--- config.mk ---
export PLATFORM = sky130hd
export DESIGN_NAME = irq_trigger_cond
export DESIGN_NICKNAME = d
export VERILOG_FILES = /design/src/rtl/irq_trigger_cond.sv
export SDC_FILE = /design/constraint.sdc
export NUM_CORES = 1
export LEC_CHECK = 0
export BUFFER_PORTS_ARGS = -buffer_cell sky130_fd_sc_hd__buf_2
export CAP_MARGIN = 20
export CORE_MARGIN = 4
export CORE_UTILIZATION = 53
export CTS_CLUSTER_DIAMETER = 80
export DETAILED_ROUTE_END_ITERATION = 7
export GPL_TIMING_DRIVEN = 1
export PLACE_DENSITY = 0.77
export SYNTH_ARGS = -nofsm -noshare
export SYNTH_HDL_FRONTEND = slang
export SYNTH_SLANG_ARGS = --single-unit
export TNS_END_PERCENT = 50
--- constraint.sdc ---
create_clock -name clk -period 1.4 [get_ports clk]
set_input_delay 0.07 -clock clk [delete_from_list [all_inputs] [get_ports clk]]
set_output_delay 0.07 -clock clk [all_outputs]
set_load 0.01 [all_outputs]
--- src/rtl/irq_trigger_cond.sv ---
// irq_trigger_cond: per-line synchronise, polarity, debounce, mask and edge/level trigger with sticky pending/overrun
module irq_trigger_cond #(
  parameter int N_IRQ   = 4,
  parameter int DEB_W   = 4,
  parameter int DEB_CNT = 3
) (
  input  logic             clk,
  input  logic             rst_n,
  input  logic             enable,
  input  logic [N_IRQ-1:0] irq_in,
  input  logic [N_IRQ-1:0] irq_pol,
  input  logic [N_IRQ-1:0] irq_edge,
  input  logic [N_IRQ-1:0] irq_mask,
  input  logic [N_IRQ-1:0] pend_clr,
  output logic [N_IRQ-1:0] irq_trigger,
  output logic [N_IRQ-1:0] irq_pending,
  output logic [N_IRQ-1:0] irq_overrun
);
  logic [N_IRQ-1:0] s1_q, s2_q, flt_q, flt_d, trig_q, trig_d, pend_q, pend_d, ovr_q, ovr_d, act, q;
  logic [DEB_W-1:0] cnt_q [N_IRQ];
  logic [DEB_W-1:0] cnt_d [N_IRQ];
  always_comb begin
    flt_d = flt_q;
    cnt_d = cnt_q;
    act = ~(s2_q ^ irq_pol);
    for (int i = 0; i < N_IRQ; i++) begin
      flt_d[i] = (act[i] != flt_q[i] && cnt_q[i] == DEB_W'(DEB_CNT - 1)) ? act[i] : flt_q[i];
      cnt_d[i] = (act[i] == flt_q[i] || cnt_q[i] == DEB_W'(DEB_CNT - 1)) ? '0 : cnt_q[i] + DEB_W'(1);
    end
    q = {N_IRQ{enable}} & ~irq_mask & ((irq_edge & flt_d & ~flt_q) | (~irq_edge & flt_d));
    trig_d = q;
    pend_d = q | (pend_q & ~pend_clr);
    ovr_d = (q & irq_edge & pend_q & ~pend_clr) | (ovr_q & ~pend_clr);
  end
  always_ff @(posedge clk or negedge rst_n) begin
    if (!rst_n) begin
      s1_q   <= '0;
      s2_q   <= '0;
      flt_q  <= '0;
      cnt_q  <= '{default: '0};
      trig_q <= '0;
      pend_q <= '0;
      ovr_q  <= '0;
    end else begin
      s1_q   <= irq_in;
      s2_q   <= s1_q;
      flt_q  <= flt_d;
      cnt_q  <= cnt_d;
      trig_q <= trig_d;
      pend_q <= pend_d;
      ovr_q  <= ovr_d;
    end
  end
  assign irq_trigger = trig_q;
  assign irq_pending = pend_q;
  assign irq_overrun = ovr_q;
endmodule

==> results.tsv <==
metric	value	unit
combinational power share	0.346	
Finished Core Util	0.715	
fmax	732	MHz
Ys Warns	0	
H-Tree Depth	2	
period utilization	0.976	
slew margin rel.	0.692	
Initial DRC Count	37	
Initial Utilization	0.559	
#FFs+latches synth	40	
clock share of power	0.172	
Max clock buf depth	2	
fraction of layout cells with a size suffix above 1	0.326	
GR Util All Layers	0.158	
Die Ht	65.2	µm
Post-Syn Area	0.00174	mm²
RSZ-0062 raised after global routing	yes	
CTS tree	done	
Mapped Avg Cell Area	13.0	µm²
overall power	3350	µW
Worst VDD drop	0.000773	V
drc violations	0	
Fillers	229	
internal power	2290	µW
Req. time, crit path	1.62	ns
Post-Synthesis Cells	133	
Cell Pwr Density	1510	mW/mm²
Final setup viols	0	
Fin. Hold Viols	0	
Final #Nets	223	
root buf cell	clkbuf_4	
CP Launch Type	register	
IO buf count	34	
Die Wd	65.2	µm
Max-Cap Viols	0	
Post-Route WL	3010	µm
sw frac	0.316	
initial antenna violation count	0	
Least-Margin Pin Slew	0.462	ns
DPL Wire Length	2230	µm
largest net degree at the start of global routing	22	
drt first pass iters	3	
GRT overflow	0	
vias per inst	4.90	
Clock Latency Late Sink	0.33	ns
post-synthesis sequential area ratio	0.577	
Worst Path Arrival	1.58	ns
die area	0.00425	mm²
syn nets	164	
Ports	35	
post-layout min period	1.37	ns
Layout area overhead	27.9	%
clock buffer count from CTS	5	
WL/cell	12.7	µm
vias in the first global route	1237	
HP Class	primary input to register	
CP Class	register to register	
worst-path maximum fanout	4	
via count	1161	
# diodes	0	
Final Max Slew Viols	0	
share of the synthesized area in the top cell type	0.577	
RD Place Congestion	0.704	
total negative setup slack	0	ns
leading area contributor after synthesis	dfrtp_1	
Worst Skew	0.00463	ns
Net Switching	1060	µW
total core area	0.00310	mm²
run status	finished clean	
clock slew at reported path FFs	0.11	ns
Leak	0.00113	µW
Clock Sinks	40	
Worst setup EP type	register	
Flop pwr share	0.482	
top post-synthesis cells by area	dfrtp_1 (58%), ha_1 (5.8%), nor2_1 (5.2%), xnor3_1 (5.2%), xnor2_1 (4.0%)	
Cell variety after synth	17	
final antenna-violating net count	0	
FP Rows	20	
first-pass GRT wire length	5120	µm
## routing by layer
metal  global-route usage  routed length, µm  up-vias  part of all wire
met2                0.276               1520       27              0.50
li1                     -                  -      565                 -
met3               0.0410                143        7             0.047
met1                0.185               1300      562              0.43
met5                    0                  0        -                 0
met4               0.0622                 53        0             0.018
## final timing paths
path	slack, ns	cells past startpoint	from	to
max in group asynchronous	0.73	3	rst_n	cnt_q[11]
setup reg to reg	0.03	5	cnt_q[4]	irq_pending[2]
hold / removal	0.02	3	irq_mask[1]	irq_trigger[1]
setup / recovery	0.03	5	cnt_q[4]	irq_pending[2]
min in group asynchronous	0.21	2	rst_n	s2_q[3]
hold reg to reg	0.36	0	s1_q[2]	s2_q[2]
## registers in the layout, summed over array words and instances (netlist names)
signal	cells
s2_q	4
irq_pending	4
irq_overrun	4
s1_q	4
irq_trigger	4
cnt_q	16
flt_q	4
## power by group through the flow
stage / logic (µW) / registers [µW] / clock network [µW]
after CTS: 1070 / 1600 / 600
final: 1160 / 1610 / 577
after global routing: 1290 / 1650 / 664
after detailed placement: 1030 / 1620 / 0
after floorplan: 681 / 1620 / 0
after global placement: 970 / 1610 / 0
## placed cells by master (no fill, tap or decap), types with 5 or more instances in the layout
| cell | Yosys | routed |
|---|---|---|
| dlygate4sd3_1 | 0 | 10 |
| clkbuf_4 | 0 | 5 |
| nor2_1 | 24 | 24 |
| ha_1 | 8 | 8 |
| dfrtp_1 | 40 | 40 |
| buf_4 | 0 | 7 |
| buf_2 | 0 | 34 |
| xnor2_1 | 8 | 8 |
| inv_1 | 13 | 13 |
## timing repair
action                     CTS  global route
hold endpoints to repair    32             0
gates resized for setup      2             4
pin swaps                    0             5
buffers inserted             0             4
hold buffers                10             0
setup endpoints to repair    2            11
## final cells by class
| type | count | area (µm²) | share of cell area |
|---|---|---|---|
| clock buffers | 8 | 58.8 | 0.0265 |
| inverters | 13 | 48.8 | 0.0220 |
| multi-input cells | 80 | 713 | 0.321 |
| flip-flops and latches | 40 | 1000 | 0.451 |
| well taps | 44 | 55.1 | 0.0248 |
| repair buffers | 52 | 343 | 0.154 |
## synth_stat cells
cell and n:
nor3b_4 2, nand3_1 4, ha_1 8, xor2_1 4, a41oi_1 4, and4bb_2 3, nor3b_2 2, inv_1 13
nor4bb_1 1, a211o_1 4, xnor2_1 8, nor2_1 24, xnor3_1 4, dfrtp_1 40, mux2i_1 4, o22ai_1 4
nand2b_2 4
## per-stage QoR
| step | setup slack [ns] | cell area, µm² | hold WS (ns) | instances |
|---|---|---|---|---|
| floorplan | 0.128 | 1740 | -0.226 | 133 |
| global placement | 0.0710 | 2000 | 0.0392 | 215 |
| detailed placement | -0.000169 | 2000 | 0.0469 | 215 |
| CTS | 0.00324 | 2170 | 0.00179 | 233 |
| global route | -0.0454 | 2220 | 0.0108 | 237 |
| finish | 0.0333 | 2220 | 0.0198 | 237 |
## worst max-delay path, stage by stage, from the launching register on
cell and delay (ns):
dfrtp_1 0.42, inv_1 0.07, ha_1 0.15, nor3b_4 0.24, mux2i_2 0.29, o22ai_1 0.09
## kinds of logic after synthesis
logic type               after synthesis  share of synthesized area
AND/OR/NAND/NOR                       40                      0.147
flip-flops                            40                      0.577
XOR/XNOR                              16                      0.112
buffers and inverters                 13                     0.0281
AO/OA/AOI/OAI                         12                     0.0548
adder cells (fa/ha/maj)                8                     0.0577
multiplexers                           4                     0.0231
Power figures use the tool's default switching activity.
